## config.mk

```make
export PLATFORM = sky130hd
export DESIGN_NAME = conv_layer_sequencer_flat
export DESIGN_NICKNAME = d
export VERILOG_FILES = /design/src/rtl/conv_layer_sequencer_if.sv /design/src/rtl/conv_layer_sequencer.sv /design/src/flat_wrapper.sv
export SDC_FILE = /design/constraint.sdc
export NUM_CORES = 1
export LEC_CHECK = 0
export ABC_AREA = 1
export BUFFER_PORTS_ARGS = -buffer_cell sky130_fd_sc_hd__buf_2
export CORE_ASPECT_RATIO = 1.4
export CORE_UTILIZATION = 32
export CTS_CLUSTER_SIZE = 12
export DETAILED_ROUTE_END_ITERATION = 12
export SKIP_LAST_GASP = 1
export SLEW_MARGIN = 20
export SYNTH_ARGS = -nofsm -noshare
export SYNTH_HDL_FRONTEND = slang
export SYNTH_SLANG_ARGS = --single-unit
```

## constraint.sdc

```tcl
create_clock -name clk -period 6.45 [get_ports clk]
set_input_delay 0.3225 -clock clk [delete_from_list [all_inputs] [get_ports clk]]
set_output_delay 0.3225 -clock clk [all_outputs]
set_load 0.05 [all_outputs]
```

## src/rtl/conv_layer_sequencer_if.sv

```systemverilog
`default_nettype none
// ============================================================================
// Module      : conv_layer_sequencer_if
// Description : Control, configuration and memory-port bundle of the
//               convolution layer sequencer.
// Revision    : 1.0 - initial release
// ============================================================================
interface conv_layer_sequencer_if #(
    parameter int DIM_AW = 9,
    parameter int BVM_AW = 10,
    parameter int OUT_AW = 9
) ();
    logic              xxx__dut__go;
    logic              dut__xxx__finish;
    logic [DIM_AW-1:0] cfg_in_base;
    logic [BVM_AW-1:0] cfg_wt_base;
    logic [OUT_AW-1:0] cfg_out_base;
    logic              stall;
    logic [DIM_AW-1:0] dut__dim__address;
    logic              dut__dim__enable;
    logic [BVM_AW-1:0] dut__bvm__address;
    logic              dut__bvm__enable;
    logic [OUT_AW-1:0] dut__out__address;
    logic              dut__out__enable;
    logic              dut__out__write;
    logic              acc_first;
    logic              acc_last;
    logic              clear;

    // Host side: starts runs, supplies bases and back-pressure.
    modport master (
        output xxx__dut__go, cfg_in_base, cfg_wt_base, cfg_out_base, stall,
        input  dut__xxx__finish, dut__dim__address, dut__dim__enable,
               dut__bvm__address, dut__bvm__enable, dut__out__address,
               dut__out__enable, dut__out__write, acc_first, acc_last, clear
    );

    modport slave (
        input  xxx__dut__go, cfg_in_base, cfg_wt_base, cfg_out_base, stall,
        output dut__xxx__finish, dut__dim__address, dut__dim__enable,
               dut__bvm__address, dut__bvm__enable, dut__out__address,
               dut__out__enable, dut__out__write, acc_first, acc_last, clear
    );
endinterface
`default_nettype wire

```

## src/rtl/conv_layer_sequencer.sv

```systemverilog
`default_nettype none
// ============================================================================
// Module      : conv_layer_sequencer
// Description : Parametrised read/drain/write address sequencer for one
//               convolution layer, with stall and runtime base addresses.
// Revision    : 1.0 - initial release
// ============================================================================
module conv_layer_sequencer #(
    parameter int K           = 3,
    parameter int ROW_STRIDE  = 16,
    parameter int OUT_W       = 4,
    parameter int OUT_H       = 4,
    parameter int NUM_FILTERS = 4,
    parameter int WT_STRIDE   = 16,
    parameter int ACC_LAT     = 5,
    parameter int DIM_AW      = 9,
    parameter int BVM_AW      = 10,
    parameter int OUT_AW      = 9
) (
    input logic                   clk,
    input logic                   reset,
    conv_layer_sequencer_if.slave bus
);

    localparam int c_KW = (K > 1)           ? $clog2(K)           : 1;
    localparam int c_XW = (OUT_W > 1)       ? $clog2(OUT_W)       : 1;
    localparam int c_YW = (OUT_H > 1)       ? $clog2(OUT_H)       : 1;
    localparam int c_FW = (NUM_FILTERS > 1) ? $clog2(NUM_FILTERS) : 1;
    localparam int c_LW = (ACC_LAT > 1)     ? $clog2(ACC_LAT)     : 1;

    localparam logic [c_KW-1:0] c_K_LAST   = c_KW'(K - 1);
    localparam logic [c_XW-1:0] c_X_LAST   = c_XW'(OUT_W - 1);
    localparam logic [c_YW-1:0] c_Y_LAST   = c_YW'(OUT_H - 1);
    localparam logic [c_FW-1:0] c_F_LAST   = c_FW'(NUM_FILTERS - 1);
    localparam logic [c_LW-1:0] c_LAT_LAST = c_LW'(ACC_LAT - 1);

    localparam logic [1:0] c_IDLE  = 2'd0;
    localparam logic [1:0] c_READ  = 2'd1;
    localparam logic [1:0] c_DRAIN = 2'd2;
    localparam logic [1:0] c_WRITE = 2'd3;

    logic [1:0]        r_state;
    logic [c_KW-1:0]   r_kx;
    logic [c_KW-1:0]   r_ky;
    logic [c_XW-1:0]   r_ox;
    logic [c_YW-1:0]   r_oy;
    logic [c_FW-1:0]   r_f;
    logic [c_LW-1:0]   r_lat;
    logic [DIM_AW-1:0] r_in_base;
    logic [BVM_AW-1:0] r_wt_base;
    logic [OUT_AW-1:0] r_out_base;

    logic w_read;
    logic w_write;
    logic w_last_point;

    assign w_read       = (r_state == c_READ)  && !bus.stall;
    assign w_write      = (r_state == c_WRITE) && !bus.stall;
    assign w_last_point = (r_ox == c_X_LAST) && (r_oy == c_Y_LAST) && (r_f == c_F_LAST);

    always_ff @(posedge clk) begin
        if (reset) begin
            r_state    <= c_IDLE;
            r_kx       <= '0;
            r_ky       <= '0;
            r_ox       <= '0;
            r_oy       <= '0;
            r_f        <= '0;
            r_lat      <= '0;
            r_in_base  <= '0;
            r_wt_base  <= '0;
            r_out_base <= '0;
        end else begin
            case (r_state)
                c_IDLE: begin
                    if (bus.xxx__dut__go) begin
                        r_in_base  <= bus.cfg_in_base;
                        r_wt_base  <= bus.cfg_wt_base;
                        r_out_base <= bus.cfg_out_base;
                        r_kx       <= '0;
                        r_ky       <= '0;
                        r_ox       <= '0;
                        r_oy       <= '0;
                        r_f        <= '0;
                        r_lat      <= '0;
                        r_state    <= c_READ;
                    end
                end
                c_READ: begin
                    if (!bus.stall) begin
                        if (r_kx == c_K_LAST) begin
                            r_kx <= '0;
                            if (r_ky == c_K_LAST) begin
                                r_ky    <= '0;
                                r_lat   <= '0;
                                r_state <= c_DRAIN;
                            end else begin
                                r_ky <= r_ky + c_KW'(1);
                            end
                        end else begin
                            r_kx <= r_kx + c_KW'(1);
                        end
                    end
                end
                c_DRAIN: begin
                    if (!bus.stall) begin
                        if (r_lat == c_LAT_LAST) begin
                            r_state <= c_WRITE;
                        end else begin
                            r_lat <= r_lat + c_LW'(1);
                        end
                    end
                end
                c_WRITE: begin
                    // Point order: ox fastest, then oy, then filter.
                    if (!bus.stall) begin
                        if (r_ox == c_X_LAST) begin
                            r_ox <= '0;
                            if (r_oy == c_Y_LAST) begin
                                r_oy <= '0;
                                if (r_f == c_F_LAST) begin
                                    r_f <= '0;
                                end else begin
                                    r_f <= r_f + c_FW'(1);
                                end
                            end else begin
                                r_oy <= r_oy + c_YW'(1);
                            end
                        end else begin
                            r_ox <= r_ox + c_XW'(1);
                        end
                        r_state <= w_last_point ? c_IDLE : c_READ;
                    end
                end
                default: r_state <= c_IDLE;
            endcase
        end
    end

    // Addresses are decoded from held indices, so a stall freezes them.
    assign bus.dut__dim__address = DIM_AW'(32'(r_in_base)
                                 + (32'(r_oy) + 32'(r_ky)) * 32'(ROW_STRIDE)
                                 + 32'(r_ox) + 32'(r_kx));
    assign bus.dut__bvm__address = BVM_AW'(32'(r_wt_base)
                                 + 32'(r_f) * 32'(WT_STRIDE)
                                 + 32'(r_ky) * 32'(K) + 32'(r_kx));
    assign bus.dut__out__address = OUT_AW'(32'(r_out_base)
                                 + 32'(r_f) * 32'(OUT_W * OUT_H)
                                 + 32'(r_oy) * 32'(OUT_W) + 32'(r_ox));

    assign bus.dut__xxx__finish = (r_state == c_IDLE);
    assign bus.dut__dim__enable = w_read;
    assign bus.dut__bvm__enable = w_read;
    assign bus.acc_first        = w_read && (r_ky == '0) && (r_kx == '0);
    assign bus.acc_last         = w_read && (r_ky == c_K_LAST) && (r_kx == c_K_LAST);
    assign bus.dut__out__enable = w_write;
    assign bus.dut__out__write  = w_write;
    assign bus.clear            = w_write;

endmodule
`default_nettype wire

```

## src/flat_wrapper.sv

```systemverilog
// flat-port wrapper written by rule: the top's interface ports become plain ports
module conv_layer_sequencer_flat 
#(
    parameter int K           = 3,
    parameter int ROW_STRIDE  = 16,
    parameter int OUT_W       = 4,
    parameter int OUT_H       = 4,
    parameter int NUM_FILTERS = 4,
    parameter int WT_STRIDE   = 16,
    parameter int ACC_LAT     = 5,
    parameter int DIM_AW      = 9,
    parameter int BVM_AW      = 10,
    parameter int OUT_AW      = 9
)
  (clk, reset, bus_xxx__dut__go, bus_cfg_in_base, bus_cfg_wt_base, bus_cfg_out_base, bus_stall, bus_dut__xxx__finish, bus_dut__dim__address, bus_dut__dim__enable, bus_dut__bvm__address, bus_dut__bvm__enable, bus_dut__out__address, bus_dut__out__enable, bus_dut__out__write, bus_acc_first, bus_acc_last, bus_clear);
  conv_layer_sequencer_if #(.DIM_AW(DIM_AW), .BVM_AW(BVM_AW), .OUT_AW(OUT_AW)) bus_i ();
  input logic clk;
  input logic reset;
  input wire logic [$bits(bus_i.xxx__dut__go)-1:0] bus_xxx__dut__go;
  input wire logic [$bits(bus_i.cfg_in_base)-1:0] bus_cfg_in_base;
  input wire logic [$bits(bus_i.cfg_wt_base)-1:0] bus_cfg_wt_base;
  input wire logic [$bits(bus_i.cfg_out_base)-1:0] bus_cfg_out_base;
  input wire logic [$bits(bus_i.stall)-1:0] bus_stall;
  output wire logic [$bits(bus_i.dut__xxx__finish)-1:0] bus_dut__xxx__finish;
  output wire logic [$bits(bus_i.dut__dim__address)-1:0] bus_dut__dim__address;
  output wire logic [$bits(bus_i.dut__dim__enable)-1:0] bus_dut__dim__enable;
  output wire logic [$bits(bus_i.dut__bvm__address)-1:0] bus_dut__bvm__address;
  output wire logic [$bits(bus_i.dut__bvm__enable)-1:0] bus_dut__bvm__enable;
  output wire logic [$bits(bus_i.dut__out__address)-1:0] bus_dut__out__address;
  output wire logic [$bits(bus_i.dut__out__enable)-1:0] bus_dut__out__enable;
  output wire logic [$bits(bus_i.dut__out__write)-1:0] bus_dut__out__write;
  output wire logic [$bits(bus_i.acc_first)-1:0] bus_acc_first;
  output wire logic [$bits(bus_i.acc_last)-1:0] bus_acc_last;
  output wire logic [$bits(bus_i.clear)-1:0] bus_clear;
  assign bus_i.xxx__dut__go = bus_xxx__dut__go;
  assign bus_i.cfg_in_base = bus_cfg_in_base;
  assign bus_i.cfg_wt_base = bus_cfg_wt_base;
  assign bus_i.cfg_out_base = bus_cfg_out_base;
  assign bus_i.stall = bus_stall;
  assign bus_dut__xxx__finish = bus_i.dut__xxx__finish;
  assign bus_dut__dim__address = bus_i.dut__dim__address;
  assign bus_dut__dim__enable = bus_i.dut__dim__enable;
  assign bus_dut__bvm__address = bus_i.dut__bvm__address;
  assign bus_dut__bvm__enable = bus_i.dut__bvm__enable;
  assign bus_dut__out__address = bus_i.dut__out__address;
  assign bus_dut__out__enable = bus_i.dut__out__enable;
  assign bus_dut__out__write = bus_i.dut__out__write;
  assign bus_acc_first = bus_i.acc_first;
  assign bus_acc_last = bus_i.acc_last;
  assign bus_clear = bus_i.clear;
  conv_layer_sequencer #(.K(K), .ROW_STRIDE(ROW_STRIDE), .OUT_W(OUT_W), .OUT_H(OUT_H), .NUM_FILTERS(NUM_FILTERS), .WT_STRIDE(WT_STRIDE), .ACC_LAT(ACC_LAT), .DIM_AW(DIM_AW), .BVM_AW(BVM_AW), .OUT_AW(OUT_AW)) u_core (.clk(clk), .reset(reset), .bus(bus_i));
endmodule
```

Word level (Yosys, flattened, before mapping). Cells that the tools add are included. Widths: inputs -> output; s select.

Flip-flop bits (word level): 43. Bits in latches: 0. RAM bits: 0. Memory bits (read-only): 0. Output and inout port bits: 36. Memories: 0.

Add/subtract/negate cells: 16. $mul: 1. Divide/modulo/power cells: 0. Order comparisons: 0. Equal/unequal tests: 19. Shift-type cells: 0. Mux-type cells: 36. Bitwise logic cells: 0. Reduce and logical (&&, ||, !) cells: 23.

Operators with widths (number): $mux 2 (22); $add 9x2->9 (3); $pmux 2 s2 (5); $mux 3 (6); $ne 2x2->1 const B (9); $eq 2x2->1 const B (7); $reduce_and 7->1 (2); $add 10x2->10 (1); $add 10x4->10 (1); $add 10x6->10 (1); $add 2x1->2 const B (5); $add 9x4->9 (1); $add 9x6->9 (1); $add 9x9->9 (1); $pmux 3 s3 (1); $logic_and 1x1->1 (8); $pmux 2 s4 (1); $reduce_and 4->1 (2); $logic_not 2->1 (3); $reduce_and 3->1 (2); $reduce_and 5->1 (1); $mul 2x2->4 const B (1); $reduce_bool 2->1 (2); $add 2x2->3 (1); 8 further kinds (8).

Longest topological paths before layout.
Word-level depth: 6. Depth in mapped cells: 10.

Least setup slack after synthesis. No wires, ideal clock.

Kind: flip-flop to output port. Start: register u_core.r_ky[1]. End: output bus_dut__bvm__address[5]. Arrival time: 2895 ps. Data required time: 6128 ps. Slack: 3233 ps. Stages on the path, launching flop included: 8. Path through: dfxtp_1 -> fa_1 -> fa_1 -> ha_1 -> fa_1 -> nand3_1 -> nand2_1 -> xor2_1.

Word-level cells in the longest chain between the ends: 3.

RTL lines: start: declaration (line conv_layer_sequencer.sv:44) `logic [c_KW-1:0] r_ky;`; start signal: assignment (line conv_layer_sequencer.sv:98) `r_ky <= r_ky + c_KW'(1);`; $mul 2x2->4 (line conv_layer_sequencer.sv:146) `+ 32'(r_ky) * 32'(K) + 32'(r_kx));`; $add 10x4->10 (line conv_layer_sequencer.sv:146); $add 10x2->10 (line conv_layer_sequencer.sv:146); end: declaration (line flat_wrapper.sv:27) `output wire logic [$bits(bus_i.dut__bvm__address)-1:0] bus_dut__bvm__address;`.

Every way passes these cells.

Final worst setup path.
Start: register u_core.r_ky[1]. End: output bus_dut__bvm__address[7].

Same word-level chain as after synthesis.

==> results.md <==
GRT:
- Across every metal layer, demand over resource in global routing totals 0.150.
- The first global-routing pass estimated 11.8 mm of wire.
- The number of antenna violations at the first check in global routing came to 0.
- The via count of the first global-routing pass is 2619.
- Entering global routing, the biggest net connects 38 pins.
- Global routing finished with a remaining overflow of 0.

Cells and area:
- In the final layout, the multi-input gates occupy 0.00191 mm^2.
- The sequential cell area in the final layout is 861 um^2.
- 0 antenna diodes ended up in the layout.
- Once layout is done, the placed cells without fillers occupy 0.00357 mm^2.
- The post-layout net count is 553.
- The share of post-route cells with drive strength above 1 is 0.188.
- The growth of design area from synthesis to finish is 17.7%.
- The total of fill cells in the finished design is 990.

Placed design:
- Once detailed placement completed, the half-perimeter wirelength came to 5.55 mm.
- The final RePlAce weighted congestion is 0.793.
- The placement-stage cell area is 0.00342 mm^2.
- The total of buffers placed on input and output ports is 67.

Clock network:
- The count of buffers added by post-CTS timing repair for setup is 0.
- The clock slew at the register clock pins of the worst setup and hold paths is 0.06 ns.
- The H-tree depth is 2.
- The clock tree from TritonCTS is built.
- Counting the buffers created by CTS gives 5.
- After clock tree synthesis, the repair step resized 0 gates.
- The total clock sinks is 43.
- The number of hold buffers added after CTS was 0.
- The clock passes through at most 2 buffers.
- The cell sitting at the root of the clock tree is a sky130_fd_sc_hd__clkbuf_16.
- For the worst-skew pair, the clock arrives at the later sink with an insertion delay of 0.28 ns.

Pwr:
- The internal power contribution is 0.000801 W.
- The share of total power dissipated in the clock network is 0.140.
- The fraction of power spent switching nets is 0.563.
- The leakage power is 1.93 nW.
- The portion of total power attributed to combinational logic is 0.634.
- The share of total power dissipated in sequential elements is 0.226.
- Across the VDD grid, the largest voltage drop is 0.278 mV.
- Dividing total power by cell area gives a power density of 513 mW/mm^2.
- In this run the power spent charging and discharging nets is 0.00103 W.

Synthesis:
- The post-synthesis net count is 494.
- The share of the Yosys chip area taken by registers is 0.284.
- The number of library cell types mapped by synthesis is 31.
- Yosys printed 0 warnings.
- The mapped netlist covers 0.00304 mm^2.
- The commonest cells after synthesis are sky130_fd_sc_hd__nand2_1, sky130_fd_sc_hd__nor2_1, sky130_fd_sc_hd__inv_1.
- The share of flip-flops with an asynchronous set or reset is 0.
- Counting flops with a built-in enable in the synthesized netlist gives 0.
- After synthesis, the cell types taking the most area are sky130_fd_sc_hd__dfxtp_1, sky130_fd_sc_hd__ha_1, sky130_fd_sc_hd__nand2_1.
- In the post-synthesis netlist, the cell with the most instances is sky130_fd_sc_hd__nand2_1.
- The largest total area in the synthesized netlist belongs to sky130_fd_sc_hd__dfxtp_1.
- The synthesized area per cell is 7.33 um^2.
- The number of cells produced by synthesis is 414.
- In this run, synthesis produced a sequential element count of 43.
- The leading register cell type out of synthesis is sky130_fd_sc_hd__dfxtp_1.
- Of the post-synthesis cell area, the dominant cell type holds 0.284.

Worst hold path:
- The tightest min-delay check is of the primary input to flip-flop type.

Routing:
- Detailed routing placed a total of 3.58 mm of wire on met2.
- For this run, design rule violations remaining after detail routing come to 3.
- The post-route met1 wirelength is 3.19 mm.
- Routed signal wires occupy layers up through met4.
- Summed over all nets, wire length on met3 after detailed routing comes to 248 um.
- The first detailed-routing pass ran for 9 iterations.
- The number of DRC violations after detailed-routing iteration 0 is 96.
- In the final routed layout, each cell accounts on average for 12.2 um.
- After detailed routing, the total wire length is 7.12 mm.
- The routed via count is 2757.
- Using the TritonRoute via totals, the vias-per-cell ratio works out to 4.75.
- The count of nets left with antenna violations once routing finished came out at 0.

STA:
- The final number of hold-violating endpoints was 0.
- Based on the critical path, the design can be clocked at up to 0.288 GHz.
- Adding up every negative setup slack in the final design gives 0 ns.
- Headroom to the max-slew limit came out at 0.263.
- Setup repair after global routing left no endpoint under its margin.
- Between clock sinks in the finished design, the worst skew comes to 0.00626 ns.
- The final count of negative-setup-slack endpoints is 0.
- At the pin with the least slew margin, the transition time is 1.10 ns.
- The routed design could run at a clock period as short as 3.47 ns.
- Of the available clock period, the critical path in the final layout requires 0.538.
- The max-slew violation count is 0.

Die:
- The number of rows created at floorplan is 41.
- After floorplanning, the core was sized to cover 0.00913 mm^2.
- The I/O pin count is 68.
- For this configuration, the core starts out at a cell density of 0.332.
- The horizontal die dimension is 84.3 um.
- The total die area is 0.00989 mm^2.
- The height of the chip is 117 um.

Job:
- The number of max-cap violations is 0.

Setup path:
- At the worst endpoint, the required time is 6.13 ns.
- The signal on the critical path passes through fa_1, fa_1, ha_1, fa_1, nand3_1, nand2_1, a21oi_1, xnor2_1, buf_2.
- The minimum setup slack among reg-to-reg paths is 4.19 ns.
- The arrival time at the worst endpoint is 3.15 ns.
- On the worst path, the slowest cell contributes a delay of 0.49 ns.
- The kind of end point of the critical path is a primary output.
- The worst setup path is launched from a flip-flop.
- Among all stages on the critical path, the largest delay is contributed by sky130_fd_sc_hd__fa_1.
- The peak fanout along the critical path is 6.
- The most numerous cell type found on the critical path is sky130_fd_sc_hd__fa_1.
- The critical path class is flip-flop to primary output.

Outcome:
- The run finished, with violations left.
- The checks that failed: design-rule violations.
## power groups by stage
stage / combinational [W] / clock [W] / sequential, W
after detailed placement: 0.00117 / 0 / 0.000421
final: 0.00116 / 0.000256 / 0.000413
after CTS: 0.00118 / 0.000263 / 0.000415
after floorplan: 0.000962 / 0 / 0.000397
after global placement: 0.00116 / 0 / 0.000417
after global routing: 0.00128 / 0.000279 / 0.000428
## registers in the layout (all words and copies together), names as in the netlist
signal and count:
u_core.r_ox 2, u_core.r_f 2, u_core.r_lat 3, u_core.r_in_base 9
u_core.r_state 2, u_core.r_oy 2, u_core.r_wt_base 10, u_core.r_kx 2
u_core.r_out_base 9, u_core.r_ky 2
## final timing paths
kind | startpoint | end | cells after the start
min reg2reg | u_core.r_wt_base[9]$_SDFFE_PP0P_ | u_core.r_wt_base[9]$_SDFFE_PP0P_ | 2
max reg2reg | u_core.r_state[0]$_SDFFE_PP0P_ | u_core.r_wt_base[5]$_SDFFE_PP0P_ | 6
min | bus_cfg_in_base[1] | u_core.r_in_base[1]$_SDFFE_PP0P_ | 3
max | u_core.r_ky[1]$_SDFFE_PP0P_ | bus_dut__bvm__address[7] | 9
## cell type report
type	instances	area share
Clock buffer	5	0.0350
Sequential cell	43	0.241
Tap cell	107	0.0375
Timing Repair Buffer	67	0.0938
Multi-Input combinational cell	307	0.535
Clock inverter	3	0.00665
Inverter	49	0.0515
## per-layer routing
metal  vias up  GRT usage
li1       1465          -
met1      1241      0.177
met2        45      0.278
met3         6     0.0302
met4         0     0.0391
met5         -          0
## placed cells by master (no fill, tap or decap), types with 4 or more instances in the layout
cell type | netlist | routed
sky130_fd_sc_hd__nand3_1 | 28 | 28
sky130_fd_sc_hd__dfxtp_1 | 43 | 43
sky130_fd_sc_hd__buf_2 | 7 | 67
sky130_fd_sc_hd__nor2_1 | 56 | 56
sky130_fd_sc_hd__fa_1 | 8 | 8
sky130_fd_sc_hd__nand2_2 | 5 | 5
sky130_fd_sc_hd__inv_1 | 46 | 46
sky130_fd_sc_hd__nor3_1 | 7 | 7
sky130_fd_sc_hd__xnor2_1 | 4 | 4
sky130_fd_sc_hd__o21ai_0 | 34 | 34
sky130_fd_sc_hd__clkbuf_16 | 0 | 5
sky130_fd_sc_hd__ha_1 | 40 | 40
sky130_fd_sc_hd__a21oi_1 | 30 | 30
sky130_fd_sc_hd__nand2_1 | 65 | 65
sky130_fd_sc_hd__xor2_1 | 10 | 10
## worst max-delay path, delay by kind of cell (launching register included)
kind | cells | cell delay [ns]
xor gates and xnor gates | 1 | 0.13
DFF | 1 | 0.47
adders and majority gates | 4 | 1.61
and+or+nand+nor | 2 | 0.20
AOI/OAI and AO/OA | 1 | 0.18
buffers and inverters | 1 | 0.28
## kinds of logic (layout without fill, tap and decap cells)
kind of cell / after synthesis / after routing / synth area share
AO/OA/AOI/OAI: 76 / 76 / 0.134
XOR/XNOR: 14 / 14 / 0.0404
adder cells (fa/ha/maj): 48 / 48 / 0.218
buffers and inverters: 64 / 124 / 0.0870
flip-flops: 43 / 43 / 0.284
AND/OR/NAND/NOR: 169 / 169 / 0.238
## per-stage QoR
step                      utilization  cells  setup slack, ns  power (W)  hold slack, ns
final                           0.391    581             2.98    0.00183           0.300
after global routing            0.391    581             2.76    0.00198           0.313
after CTS                       0.391    581             2.95    0.00186           0.302
after detailed placement        0.375    573             3.25    0.00159           0.475
after global placement          0.375    573             3.35    0.00158           0.467
after floorplan                     -    414             3.23    0.00136           0.444
Power figures use the tool's default switching activity.
